==> src/rtl/sfm_tcdm_lane_sync_if.sv <==
// Bus bundle for sfm_tcdm_lane_sync: the wide HCI-style port plus the MP independent TCDM lanes.
// slave is the lane synchroniser; master is whatever drives the wide request and answers on the lanes.
interface sfm_tcdm_lane_sync_if #(
    parameter int unsigned MP = 4
);
    logic                in_req_i;
    logic                in_gnt_o;
    logic [31:0]         in_add_i;
    logic                in_wen_i;
    logic [MP*4-1:0]     in_be_i;
    logic [MP*32-1:0]    in_data_i;
    logic                in_r_valid_o;
    logic [MP*32-1:0]    in_r_data_o;
    logic [MP-1:0]       tcdm_req_o;
    logic [MP-1:0]       tcdm_gnt_i;
    logic [MP-1:0][31:0] tcdm_add_o;
    logic [MP-1:0]       tcdm_wen_o;
    logic [MP-1:0][3:0]  tcdm_be_o;
    logic [MP-1:0][31:0] tcdm_data_o;
    logic [MP-1:0][31:0] tcdm_r_data_i;
    logic [MP-1:0]       tcdm_r_valid_i;
    logic                busy_o;
    logic                err_o;
    logic [31:0]         stall_cnt_o;

    modport slave (
        input  in_req_i, in_add_i, in_wen_i, in_be_i, in_data_i,
        input  tcdm_gnt_i, tcdm_r_data_i, tcdm_r_valid_i,
        output in_gnt_o, in_r_valid_o, in_r_data_o,
        output tcdm_req_o, tcdm_add_o, tcdm_wen_o, tcdm_be_o, tcdm_data_o,
        output busy_o, err_o, stall_cnt_o
    );

    modport master (
        output in_req_i, in_add_i, in_wen_i, in_be_i, in_data_i,
        output tcdm_gnt_i, tcdm_r_data_i, tcdm_r_valid_i,
        input  in_gnt_o, in_r_valid_o, in_r_data_o,
        input  tcdm_req_o, tcdm_add_o, tcdm_wen_o, tcdm_be_o, tcdm_data_o,
        input  busy_o, err_o, stall_cnt_o
    );
endinterface

==> src/rtl/sfm_tcdm_lane_sync.sv <==
// Splits one wide TCDM request over MP lanes, tracks per-lane grants, and re-aligns lane responses.
// Optional stall counter enabled by defining SFM_TCDM_STALL_CNT_EN.
module sfm_tcdm_lane_sync #(
    parameter int unsigned MP    = 4,
    parameter int unsigned DEPTH = 2
) (
    input  logic                clk_i,
    input  logic                rst_i,
    sfm_tcdm_lane_sync_if.slave bus
);
    localparam int unsigned PW = (DEPTH > 1) ? $clog2(DEPTH) : 1;
    localparam int unsigned CW = $clog2(DEPTH + 1);

    logic [MP-1:0]                  done_mask_q, done_mask_d;
    logic [CW-1:0]                  outst_q, outst_d;
    logic                           err_q, err_d;
    logic                           r_valid_q, r_valid_d;
    logic [MP-1:0][31:0]            r_data_q, r_data_d;
    logic [MP-1:0][DEPTH-1:0][31:0] mem_q, mem_d;
    logic [MP-1:0][PW-1:0]          wr_ptr_q, wr_ptr_d;
    logic [MP-1:0][PW-1:0]          rd_ptr_q, rd_ptr_d;
    logic [MP-1:0][CW-1:0]          cnt_q, cnt_d;

    logic                credit_ok_c, all_done_c, gnt_c, rd_gnt_c, pop_c;
    logic [MP-1:0]       req_c, lane_gnt_c, lane_rdy_c, enq_c, deq_c, ovf_c;
    logic [MP-1:0][31:0] head_c;

    function automatic logic [PW-1:0] ptr_inc(input logic [PW-1:0] p);
        return (p == PW'(DEPTH - 1)) ? '0 : p + PW'(1);
    endfunction

    // A wide response in flight this cycle frees its credit for a read arriving now.
    always_comb begin
        credit_ok_c = !bus.in_wen_i || (outst_q < CW'(DEPTH)) || r_valid_q;
        req_c       = '0;
        if (!rst_i && bus.in_req_i && credit_ok_c) begin
            req_c = ~done_mask_q;
        end
        lane_gnt_c = req_c & bus.tcdm_gnt_i;
        all_done_c = &(done_mask_q | lane_gnt_c);
        gnt_c      = !rst_i && bus.in_req_i && credit_ok_c && all_done_c;
        rd_gnt_c   = gnt_c && bus.in_wen_i;
    end

    always_comb begin
        for (int unsigned ii = 0; ii < MP; ii++) begin
            bus.tcdm_add_o[ii]  = bus.in_add_i + (32'(ii) << 2);
            bus.tcdm_be_o[ii]   = bus.in_be_i[4*ii +: 4];
            bus.tcdm_data_o[ii] = bus.in_data_i[32*ii +: 32];
        end
    end

    // Lane data present either in the FIFO or on the wire lets the wide response leave without a bubble.
    always_comb begin
        lane_rdy_c = '0;
        head_c     = '0;
        for (int unsigned ii = 0; ii < MP; ii++) begin
            lane_rdy_c[ii] = (cnt_q[ii] != '0) || bus.tcdm_r_valid_i[ii];
            head_c[ii]     = (cnt_q[ii] != '0) ? mem_q[ii][rd_ptr_q[ii]] : bus.tcdm_r_data_i[ii];
        end
        pop_c = &lane_rdy_c;
    end

    always_comb begin
        mem_d    = mem_q;
        wr_ptr_d = wr_ptr_q;
        rd_ptr_d = rd_ptr_q;
        cnt_d    = cnt_q;
        err_d    = err_q;
        enq_c    = '0;
        deq_c    = '0;
        ovf_c    = '0;
        for (int unsigned ii = 0; ii < MP; ii++) begin
            deq_c[ii] = pop_c && (cnt_q[ii] != '0);
            ovf_c[ii] = bus.tcdm_r_valid_i[ii] && !deq_c[ii] && (cnt_q[ii] == CW'(DEPTH));
            enq_c[ii] = bus.tcdm_r_valid_i[ii] && !ovf_c[ii] && !(pop_c && (cnt_q[ii] == '0));
            if (enq_c[ii]) begin
                mem_d[ii][wr_ptr_q[ii]] = bus.tcdm_r_data_i[ii];
                wr_ptr_d[ii]            = ptr_inc(wr_ptr_q[ii]);
            end
            if (deq_c[ii]) begin
                rd_ptr_d[ii] = ptr_inc(rd_ptr_q[ii]);
            end
            cnt_d[ii] = cnt_q[ii] + CW'(enq_c[ii]) - CW'(deq_c[ii]);
        end
        if (ovf_c != '0) begin
            err_d = 1'b1;
        end
    end

    always_comb begin
        done_mask_d = gnt_c ? '0 : (done_mask_q | lane_gnt_c);
        r_valid_d   = pop_c;
        r_data_d    = pop_c ? head_c : r_data_q;
        outst_d     = outst_q;
        if (rd_gnt_c && !r_valid_q) begin
            outst_d = outst_q + CW'(1);
        end else if (!rd_gnt_c && r_valid_q && (outst_q != '0)) begin
            outst_d = outst_q - CW'(1);
        end
    end

    always_ff @(posedge clk_i) begin
        if (rst_i) begin
            done_mask_q <= '0;
            outst_q     <= '0;
            err_q       <= 1'b0;
            r_valid_q   <= 1'b0;
            r_data_q    <= '0;
            mem_q       <= '0;
            wr_ptr_q    <= '0;
            rd_ptr_q    <= '0;
            cnt_q       <= '0;
        end else begin
            done_mask_q <= done_mask_d;
            outst_q     <= outst_d;
            err_q       <= err_d;
            r_valid_q   <= r_valid_d;
            r_data_q    <= r_data_d;
            mem_q       <= mem_d;
            wr_ptr_q    <= wr_ptr_d;
            rd_ptr_q    <= rd_ptr_d;
            cnt_q       <= cnt_d;
        end
    end

    assign bus.tcdm_req_o   = req_c;
    assign bus.tcdm_wen_o   = {MP{bus.in_wen_i}};
    assign bus.in_gnt_o     = gnt_c;
    assign bus.in_r_valid_o = r_valid_q;
    assign bus.in_r_data_o  = r_data_q;
    assign bus.err_o        = err_q;
    assign bus.busy_o       = !rst_i && ((outst_q != '0) || (done_mask_q != '0));

`ifdef SFM_TCDM_STALL_CNT_EN
    logic [31:0] stall_cnt_q, stall_cnt_d;

    // Saturating count of cycles the wide request waits for its grant.
    always_comb begin
        stall_cnt_d = stall_cnt_q;
        if (bus.in_req_i && !gnt_c && (stall_cnt_q != '1)) begin
            stall_cnt_d = stall_cnt_q + 32'd1;
        end
    end

    always_ff @(posedge clk_i) begin
        if (rst_i) begin
            stall_cnt_q <= '0;
        end else begin
            stall_cnt_q <= stall_cnt_d;
        end
    end

    assign bus.stall_cnt_o = stall_cnt_q;
`else
    assign bus.stall_cnt_o = '0;
`endif
endmodule

==> src/flat_wrapper.sv <==
// flat-port wrapper written by rule: the top's interface ports become plain ports
module sfm_tcdm_lane_sync_flat 
#(
    parameter int unsigned MP    = 4,
    parameter int unsigned DEPTH = 2
)
  (clk_i, rst_i, bus_in_req_i, bus_in_add_i, bus_in_wen_i, bus_in_be_i, bus_in_data_i, bus_tcdm_gnt_i, bus_tcdm_r_data_i, bus_tcdm_r_valid_i, bus_in_gnt_o, bus_in_r_valid_o, bus_in_r_data_o, bus_tcdm_req_o, bus_tcdm_add_o, bus_tcdm_wen_o, bus_tcdm_be_o, bus_tcdm_data_o, bus_busy_o, bus_err_o, bus_stall_cnt_o);
  sfm_tcdm_lane_sync_if #(.MP(MP)) bus_i ();
  input  logic clk_i;
  input  logic rst_i;
  input wire logic [$bits(bus_i.in_req_i)-1:0] bus_in_req_i;
  input wire logic [$bits(bus_i.in_add_i)-1:0] bus_in_add_i;
  input wire logic [$bits(bus_i.in_wen_i)-1:0] bus_in_wen_i;
  input wire logic [$bits(bus_i.in_be_i)-1:0] bus_in_be_i;
  input wire logic [$bits(bus_i.in_data_i)-1:0] bus_in_data_i;
  input wire logic [$bits(bus_i.tcdm_gnt_i)-1:0] bus_tcdm_gnt_i;
  input wire logic [$bits(bus_i.tcdm_r_data_i)-1:0] bus_tcdm_r_data_i;
  input wire logic [$bits(bus_i.tcdm_r_valid_i)-1:0] bus_tcdm_r_valid_i;
  output wire logic [$bits(bus_i.in_gnt_o)-1:0] bus_in_gnt_o;
  output wire logic [$bits(bus_i.in_r_valid_o)-1:0] bus_in_r_valid_o;
  output wire logic [$bits(bus_i.in_r_data_o)-1:0] bus_in_r_data_o;
  output wire logic [$bits(bus_i.tcdm_req_o)-1:0] bus_tcdm_req_o;
  output wire logic [$bits(bus_i.tcdm_add_o)-1:0] bus_tcdm_add_o;
  output wire logic [$bits(bus_i.tcdm_wen_o)-1:0] bus_tcdm_wen_o;
  output wire logic [$bits(bus_i.tcdm_be_o)-1:0] bus_tcdm_be_o;
  output wire logic [$bits(bus_i.tcdm_data_o)-1:0] bus_tcdm_data_o;
  output wire logic [$bits(bus_i.busy_o)-1:0] bus_busy_o;
  output wire logic [$bits(bus_i.err_o)-1:0] bus_err_o;
  output wire logic [$bits(bus_i.stall_cnt_o)-1:0] bus_stall_cnt_o;
  assign bus_i.in_req_i = bus_in_req_i;
  assign bus_i.in_add_i = bus_in_add_i;
  assign bus_i.in_wen_i = bus_in_wen_i;
  assign bus_i.in_be_i = bus_in_be_i;
  assign bus_i.in_data_i = bus_in_data_i;
  assign bus_i.tcdm_gnt_i = bus_tcdm_gnt_i;
  assign bus_i.tcdm_r_data_i = bus_tcdm_r_data_i;
  assign bus_i.tcdm_r_valid_i = bus_tcdm_r_valid_i;
  assign bus_in_gnt_o = bus_i.in_gnt_o;
  assign bus_in_r_valid_o = bus_i.in_r_valid_o;
  assign bus_in_r_data_o = bus_i.in_r_data_o;
  assign bus_tcdm_req_o = bus_i.tcdm_req_o;
  assign bus_tcdm_add_o = bus_i.tcdm_add_o;
  assign bus_tcdm_wen_o = bus_i.tcdm_wen_o;
  assign bus_tcdm_be_o = bus_i.tcdm_be_o;
  assign bus_tcdm_data_o = bus_i.tcdm_data_o;
  assign bus_busy_o = bus_i.busy_o;
  assign bus_err_o = bus_i.err_o;
  assign bus_stall_cnt_o = bus_i.stall_cnt_o;
  sfm_tcdm_lane_sync #(.MP(MP), .DEPTH(DEPTH)) u_core (.clk_i(clk_i), .rst_i(rst_i), .bus(bus_i));
endmodule
==> config.mk <==
export PLATFORM = sky130hd
export DESIGN_NAME = sfm_tcdm_lane_sync_flat
export DESIGN_NICKNAME = d
export VERILOG_FILES = /design/src/rtl/sfm_tcdm_lane_sync_if.sv /design/src/rtl/sfm_tcdm_lane_sync.sv /design/src/flat_wrapper.sv
export SDC_FILE = /design/constraint.sdc
export NUM_CORES = 1
export LEC_CHECK = 0
export CORE_MARGIN = 2
export CORE_UTILIZATION = 24
export DETAILED_ROUTE_END_ITERATION = 10
export PLACE_DENSITY = 0.56
export SYNTH_ARGS = -nofsm -noshare
export SYNTH_HDL_FRONTEND = slang
export SYNTH_SLANG_ARGS = --single-unit
export TNS_END_PERCENT = 30
==> constraint.sdc <==
create_clock -name clk_i -period 3.18 [get_ports clk_i]
set_input_delay 0.636 -clock clk_i [delete_from_list [all_inputs] [get_ports clk_i]]
set_output_delay 0.636 -clock clk_i [all_outputs]
set_load 0.01 [all_outputs]
; Word level (Yosys, flattened, before mapping)
; Cells that the tools add are included.
[totals]
ff_bits = 408
input_bits = 316
out_inout_bits = 444
[classes]
add_sub_neg = 21
n_lt_le_gt_ge = 13
eq_ne = 4
muxes = 35
bitwise_logic = 3
n_reduce_logical = 74
[op_table]
columns = operator, n
row1 = two-way mux 32 bit, 16
row2 = bitwise mux 64 bit, 4
row3 = demux 32 bit (select 1 bit), 4
row4 = "adder 32 x 4 -> 32 bit, second input constant", 2
row5 = logical AND 1 bit, 36
row6 = "adder 32 x 3 -> 32 bit, second input constant", 1
row7 = logical NOT 1 bit, 16
row8 = "less-than comparator 1 x 2 -> 1 bit, second input constant", 8
row9 = nonzero test 2 bit, 6
row10 = "adder 1 bit, second input constant", 8
row11 = adder 2 x 1 -> 2 bit, 4
row12 = "equality test 2 bit, second input constant", 4
row13 = logical NOT 2 bit, 4
row14 = two-way mux 1 bit, 8
row15 = AND reduction 4 bit, 2
row16 = nonzero test 4 bit, 2
row17 = subtractor 2 x 1 -> 2 bit, 4
row18 = logical OR 1 bit, 7
row19 = AND 4 bit, 1
row20 = ">= comparator 1 bit, second input constant", 4
row21 = two-way mux 2 bit, 2
row22 = two-way mux 4 bit, 1
row23 = inverter 4 bit, 1
row24 = OR 4 bit, 1
row25 = other kinds (4), 4

; Longest topological paths before layout
; Gate-level depths: netlist of the first run.
[depth]
word_depth = 15
depth_mapped = 11

; Least setup slack after synthesis of the first run
; Ideal clock, no wire load.
[synth_path]
path_type = input to output
from = input bus_in_add_i[2]
to = output bus_tcdm_add_o[118]
t_arrival_ps = 2268
setup_slack_ps = 276
stages = 8
path_cell_list = clkbuf_1 -> inv_1 -> ha_1 -> nand2b_1 -> clkbuf_1 -> nor3_1 -> nand3_1 -> xnor2_1
[synth_between]
elab_chain_cells = 1
[synth_rtl]
columns = element, line_no
row1 = start: declaration, flat_wrapper.sv:12  ; input wire logic [$bits(bus_i.in_add_i)-1:0] bus_in_add_i;
row2 = adder 32 x 4 -> 32 bit, sfm_tcdm_lane_sync.sv:47  ; bus.tcdm_add_o[ii] = bus.in_add_i + (32'(ii) << 2);
row3 = end: declaration, flat_wrapper.sv:23  ; output wire logic [$bits(bus_i.tcdm_add_o)-1:0] bus_tcdm_add_o;
; Every way passes these cells.

; Worst setup path in the final report of the first run
[layout_path]
from = input bus_in_add_i[14]
to = output bus_tcdm_add_o[126]
; The elaborated chain is that of the path after synthesis.

==> results of run 1 <==
## layout by cell type (no fill, tap or decap), types with 5 or more instances in the layout
cell	count
nand2_1	514
dfxtp_1	404
a21oi_1	357
clkdlybuf4s50_1	339
nor2_1	270
buf_4	144
mux2i_1	131
a211oi_1	97
xnor2_1	60
dlygate4sd2_1	54
clkbuf_16	46
xor2_1	33
conb_1	32
a22oi_1	31
mux2_2	29
nand3_1	19
inv_1	17
buf_12	15
nand4_1	14
clkbuf_8	11
dlymetal6s2s_1	11
buf_2	10
nor2b_1	9
ha_1	9
o21ai_0	8
nor3_2	8
clkinv_2	8
clkbuf_2	8
buf_6	8
and3_1	6
nor3_1	6
nor2_2	6
and2_1	5
and4_1	5
## repair_timing
item                       in CTS  in global routing
hold buffers                    0                  0
setup buffers                   9                  3
resized for setup             169                 35
setup endpoints to repair      75                 53
pin swaps                      15                  6
## area by class of cell
cell class | count | share of cell area (%)
Tap cell | 1080 | 5.08
Clock inverter | 19 | 0.898
Multi-Input combinational cell | 1724 | 36.8
Sequential cell | 408 | 30.7
Inverter | 18 | 0.263
Clock buffer | 61 | 4.95
Timing Repair Buffer | 596 | 21.2
Antenna cell | 4 | 0.0376
## power by group through the flow
stage / Clock [mW] / Sequential, mW / Combinational (mW)
after global placement: 0 / 6.88 / 7.54
after detailed placement: 0 / 6.90 / 7.60
after CTS: 5.70 / 6.80 / 7.61
final: 5.50 / 6.79 / 7.46
after global routing: 5.89 / 6.92 / 8.27
after floorplan: 0 / 6.84 / 4.79
## how the worst max path moves through the flow
| stage | startpoint | to | slack [ns] |
|---|---|---|---|
| after CTS | bus_in_add_i[14] | bus_tcdm_add_o[94] | -0.15 |
| after global routing | bus_in_add_i[14] | bus_tcdm_add_o[126] | -0.06 |
| after global placement | bus_in_add_i[13] | bus_tcdm_add_o[114] | -0.65 |
| final | bus_in_add_i[14] | bus_tcdm_add_o[126] | 0.01 |
| after detailed placement | bus_in_add_i[13] | bus_tcdm_add_o[114] | -0.64 |
| after floorplan | bus_in_add_i[2] | bus_tcdm_add_o[118] | 0.28 |
## worst max-delay path, cell delays in order
cell	delay, ns
clkdlybuf4s50_1	0.49
buf_4	0.15
nand4_1	0.14
nor3_2	0.18
buf_4	0.18
nand3_4	0.10
nor4_4	0.28
xnor2_1	0.14
clkdlybuf4s15_2	0.24
## state kept, by name, indices dropped and copies added, names as in the netlist
register / cells
u_core.mem_q: 256
u_core.bus.in_r_data_o: 128
u_core.cnt_q: 8
u_core.done_mask_q: 4
u_core.rd_ptr_q: 4
u_core.wr_ptr_q: 4
u_core.outst_q: 2
u_core.bus.err_o: 1
u_core.bus.in_r_valid_o: 1
## routing by layer
metal | vias up | share of wire, %
met4 | 8 | 3.9
met3 | 156 | 7.9
met1 | 8245 | 38
met5 | - | 0.079
li1 | 8742 | -
met2 | 520 | 50
## cells by family after synthesis
family                   Yosys count  synth area share [%]
AO/OA/AOI/OAI                    520                  15.1
XOR/XNOR                          95                  4.15
adder cells (fa/ha/maj)           12                 0.749
buffers and inverters            423                  12.6
flip-flops                       408                  40.7
multiplexers                     160                  8.17
other                              1                0.0187
AND/OR/NAND/NOR                  905                  18.5
## synth_stat cells, drive strengths merged
library cell / count
and4: 7
nor3: 18
nor2: 278
o2111ai: 3
o41a: 1
inv: 18
o22ai: 4
a211oi: 98
o21ai: 8
a311oi: 1
nand3: 23
nand2b: 5
xnor2: 62
a22oi: 31
ha: 12
or2: 4
o21a: 2
o2111a: 3
o41ai: 2
a31oi: 2
clkbuf: 116
mux2: 29
nor2b: 9
o211a: 2
dfxtp: 408
a21boi: 2
a211o: 1
a222oi: 2
mux2i: 131
and2: 6
or3: 4
conb: 1
nor4b: 1
xor2: 33
nor4: 8
or4: 1
nand4: 15
nand2: 516
and3: 10
a21oi: 358
buf: 289
==> metrics.md, run 1 <==
| Metric | Value |
|---|---|
| CTS buffer count | between 40 and 50 |
| First-pass GRT wire length | approximately 100000 microns |
| Reg2reg path depth | 9 |
| 1st-iter DRT viols | approximately 960 |
| Place WS | -0.640 ns |
| Post-DP Area | approximately 25000 sq um |
| FILL cells | 8800 |
| Hold Crit Start | u_core.bus.in_r_data_o[18]$_SDFFE_PP0N_ |
| Largest fanout on the critical path | 5 |
| Initial antenna violation count | 14 |
| Post-route antenna net violation count | 0 |
| Final Cycle Share | ~100% |
| Library cells used by synthesis | 54 |
| Average wire per standard cell | about 18 microns |
| Synth top area cells | dfxtp_1 41%, nand2_1 9.7%, a21oi_1 8.9%, buf_4 8.4%, mux2i_1 6.5% |
| Vias per inst | about 4.5 |
| Dpl hpwl | between 40000 and 50000 microns |
| Clock share of power | between 20% and 30% |
| Fin area | ~27000 sq um |
| Syn avg cell area | between 7 and 8 sq um |
| Fraction of layout cells with a size suffix above 1 | about an eighth |
| Met3 global-route usage | ~5.2% |
| DRT Pass-1 Iters | 5 |
| #FFs+latches synth | between 400 and 500 |
| Post-synthesis sequential area ratio | approximately two fifths |
| GR met2 Demand/Resource | ~28% |
| Worst Path Required | between 2 and 3 ns |
| Max Slew Vio Count | 0 |
| Die height | about 290 microns |
| CTS H-tree depth | 2 |
| Max Fclk | between 300 and 400 MHz |
| Port Buffers | 429 |
| Final Routed Wirelength | just over 70000 microns |
| Die ar. | between 80000 and 90000 sq um |
| Post-Layout Cell Count | between 3000 and 4000 |
| Total track usage | between 10% and 20% |
| Flop pwr share | 34.4% |
| Utilization after layout | 32.0% |
| GR Overflow Total | 0 |
| Setup TNS | 0 ns |
| Worst hold margin | 0.449 ns |
| Cell Area, Synth | roughly 20000 sq um |
| Actual slew at the worst max-slew pin | about 0.9 ns |
| Pwr/cell area | approximately 740 nW/um^2 |
| Final Hold Viols | 0 |
| Post-synth top area share | approximately two fifths |
| Largest net degree at the start of global routing | between 150 and 200 |
| Clock Sinks | approximately 410 |
| Startpoint Class | primary input |
| RR Endpoint | u_core.cnt_q[7]$_SDFF_PP0_ |
| Hold path cells | 2 |
| Min-Delay Endpoint | u_core.bus.in_r_data_o[18]$_SDFFE_PP0N_ |
| Switching pwr | approximately 7.3 mW |
| Kind of critical path | primary input to output pin |
| Clock Latency Late Sink | about 0.6 ns |
| Minimum clock period after layout | between 3 and 4 ns |
| Total power | between 15 and 20 mW |
| Dpl cells | roughly 3800 |
| Clock Root Buffer | clkbuf_16 |
| Status | completed |
| GPL Wtd Cong | between 0.9 and 1 |
| Busiest metal layer after global routing | met2 |
| Starting Density | between 20% and 30% |
| Clock skew | roughly 0.032 ns |
| TritonCTS clock tree | built |
| Number of global-route vias before repair | 16597 |
| Die Span X | 293 microns |
| I/O pin cnt | 760 |
| CP arrival | roughly 2.5 ns |
| Clk buf depth | 3 |
| Min-delay worst type | flop to flop |
| Net total in the final layout | around 3100 |
| Area Growth Syn to Fin | 32.6% |
| Core Area | approximately 83000 sq um |
| Crit. End Element | output pin |
| GRT met1 Usage | ~17% |
| FP Rows | between 100 and 150 |
| Clock slew at reported path FFs | approximately 0.060 ns |
| Unrepaired setup endpoints after global routing | true |
| Register Area | 8170 sq um |
| Cells after synthesis | between 2000 and 3000 |
| Number of max-cap violations | 0 |
| Leading area contributor after synthesis | dfxtp_1 |
| Final setup viols | 0 |
| DRC viols | 0 |
| Reg2Reg Launch Point | u_core.cnt_q[5]$_SDFF_PP0_ |
| Power share of the combinational group | a little under two fifths |
| Relative slew slack | about 40% |
| Leak Pwr | between 9 and 10 nW |
| P_int | 12.5 mW |
| Sw Ratio | between 30% and 40% |
| Peak supply drop | 0.468 mV |
| Area of the multi-input gates | 9790 sq um |
| Yosys warning total | 0 |
| Final Worst Setup Slack | roughly 0.013 ns |
| R2R setup slack | about 0.9 ns |
| Via Count | between 15000 and 20000 |
No activity file was read; power rests on OpenSTA's default activity.
==> run 2, diff against run 1 <==
--- a/config.mk
+++ b/config.mk
@@ -5,6 +5,7 @@
 export SDC_FILE = /design/constraint.sdc
 export NUM_CORES = 1
 export LEC_CHECK = 0
+export ABC_AREA = 0
 export CORE_MARGIN = 2
 export CORE_UTILIZATION = 24
 export DETAILED_ROUTE_END_ITERATION = 10
==> results of run 2 <==
No change in the layout: final DEF, timing and power equal those of run 1.
==> run 3, diff against run 2 <==
--- a/config.mk
+++ b/config.mk
@@ -8,8 +8,10 @@
 export ABC_AREA = 0
 export CORE_MARGIN = 2
 export CORE_UTILIZATION = 24
+export CTS_BUF_LIST = sky130_fd_sc_hd__clkbuf_16
+export CTS_CLUSTER_SIZE = 16
 export DETAILED_ROUTE_END_ITERATION = 10
-export PLACE_DENSITY = 0.56
+export PLACE_DENSITY = 0.55
 export SYNTH_ARGS = -nofsm -noshare
 export SYNTH_HDL_FRONTEND = slang
 export SYNTH_SLANG_ARGS = --single-unit
==> metrics.md, run 3 (synthesis gave the netlist of run 1 again) <==
| Metric | Value |
|---|---|
| Status | completed |
| Fin area | around 27000 sq um |
| Startpoint Class | primary input |
| Largest register FFs | ~260 |
| Relative slew slack | around a third |
| Via Count | between 15000 and 20000 |
| Peak supply drop | between 0.3 and 0.4 mV |
| Minimum clock period after layout | around 3.2 ns |
| Max Slew Vio Count | 0 |
| First-pass GRT wire length | ~100000 microns |
| CTS H-tree depth | 2 |
| Worst Path Required | 2.54 ns |
| Clock slew at reported path FFs | roughly 0.060 ns |
| Worst hold margin | between 0.3 and 0.4 ns |
| Actual slew at the worst max-slew pin | just over 1 ns |
| Average wire per standard cell | ~18 microns |
| Min-delay worst type | primary input to flop |
| Final setup viols | 0 |
| CP arrival | about 2.5 ns |
| Initial antenna violation count | 16 |
| Kind of critical path | primary input to output pin |
| Number of global-route vias before repair | between 15000 and 20000 |
| Number of max-cap violations | 0 |
| Die height | around 290 microns |
| Buffers & Inverters on Critical Path | 4 |
| Leak Pwr | approximately 9.7 nW |
| Post-route antenna net violation count | 0 |
| 1st-iter DRT viols | ~750 |
| Crit. End Element | output pin |
| Setup TNS | 0 ns |
| Clk buf depth | 3 |
| Fraction of layout cells with a size suffix above 1 | 11.3% |
| FP Rows | approximately 110 |
| FILL cells | 8794 |
| Pwr/cell area | about 740 nW/um^2 |
| Worst path slowest cell | clkdlybuf4s50_1 |
| Unrepaired setup endpoints after global routing | true |
| Slowest stage delay, CP | 0.54 ns |
| Clock Root Buffer | clkbuf_16 |
| Starting Density | between 20% and 30% |
| DRT Pass-1 Iters | 5 |
| Die ar. | 85900 sq um |
| Port Buffers | between 400 and 500 |
| Final Routed Wirelength | a little over 70000 microns |
| Most frequent cells in the layout | 512 x nand2_1, 404 x dfxtp_1, 357 x a21oi_1 |
| Area Growth Syn to Fin | 32.1% |
| Reg with most FFs | u_core.mem_q |
| Post-DP Area | 24800 sq um |
| Clock Sinks | a little over 400 |
| GR Overflow Total | 0 |
| Dpl hpwl | between 40000 and 50000 microns |
| Final Cycle Share | 99.7% |
| DRC viols | 0 |
| Most common cell after layout, fill and taps aside | nand2_1 |
| Final Hold Viols | 0 |
| Clock Latency Late Sink | around 0.58 ns |
| CTS buffer count | 46 |
| I/O pin cnt | 760 |
| Core Area | 83200 sq um |
| GPL Wtd Cong | a little over 0.9 |
| TritonCTS clock tree | built |
| Largest fanout on the critical path | 5 |
| Delay-heaviest family, CP | buffers and inverters |
| Register Area | between 8000 and 9000 sq um |
| Area of the multi-input gates | ~10000 sq um |
| CTS Hold Buffers Added | 0 |
| Net total in the final layout | roughly 3100 |
| Vias per inst | between 4 and 5 |
| Die Span X | 293 microns |
| Total power | 19.6 mW |
| Clock skew | between 0.015 and 0.02 ns |
| Largest net degree at the start of global routing | between 150 and 200 |
| Total track usage | between 10% and 20% |
| CP cell instances | clkdlybuf4s50_1 -> buf_4 -> buf_4 -> and3_4 -> nand2_2 -> nor2_1 -> xor2_1 -> clkdlybuf4s50_1 |
| Max Fclk | approximately 320 MHz |
==> run 3: area by class of cell <==
cell class | count | area share (%)
diodes | 3 | 0.0283
clock buffers | 47 | 4.44
clock inverters | 37 | 1.14
repair buffers | 597 | 21.5
flip-flops and latches | 408 | 30.8
inverters | 18 | 0.255
well taps | 1080 | 5.10
multi-input cells | 1724 | 36.7
==> run 3: final timing paths <==
kind | start | cells after the start | slack, ns | end
max | bus_in_add_i[10] | 8 | 0.01 | bus_tcdm_add_o[82]
min | rst_i | 2 | 0.31 | u_core.mem_q[114]$_SDFFE_PP0P_
max reg2reg | u_core.cnt_q[2]$_SDFF_PP0_ | 9 | 0.92 | u_core.cnt_q[5]$_SDFF_PP0_
min reg2reg | u_core.mem_q[52]$_SDFFE_PP0P_ | 2 | 0.45 | u_core.mem_q[52]$_SDFFE_PP0P_
==> run 3: through the flow <==
stage	std cells	util (%)	setup WS, ns
CTS	3911	31.9	-0.00669
finish	3914	31.9	0.0107
global route	3912	31.9	-0.0880
floorplan	2555	-	0.276
global placement	3815	29.9	-0.609
detailed placement	3815	29.9	-0.630
==> run 3: routing by layer <==
layer | share of wire, % | vias up | track usage (%)
met5 | 0.14 | - | 0.170
met1 | 39 | 8118 | 17.0
met3 | 7.7 | 181 | 5.05
li1 | - | 8762 | -
met4 | 4.5 | 14 | 6.97
met2 | 49 | 515 | 27.3
==> run 3: what timing repair did <==
item / CTS / global route
setup buffers: 12 / 0
gates resized for setup: 126 / 32
pin swaps: 14 / 2
setup endpoints to repair: 74 / 30
cloned: 0 / 0
==> run 3: power by group <==
part	total, mW	switching (mW)	internal, mW
combinational	7.55	4.39	3.16
clock	5.31	2.23	3.08
sequential	6.78	0.660	6.12
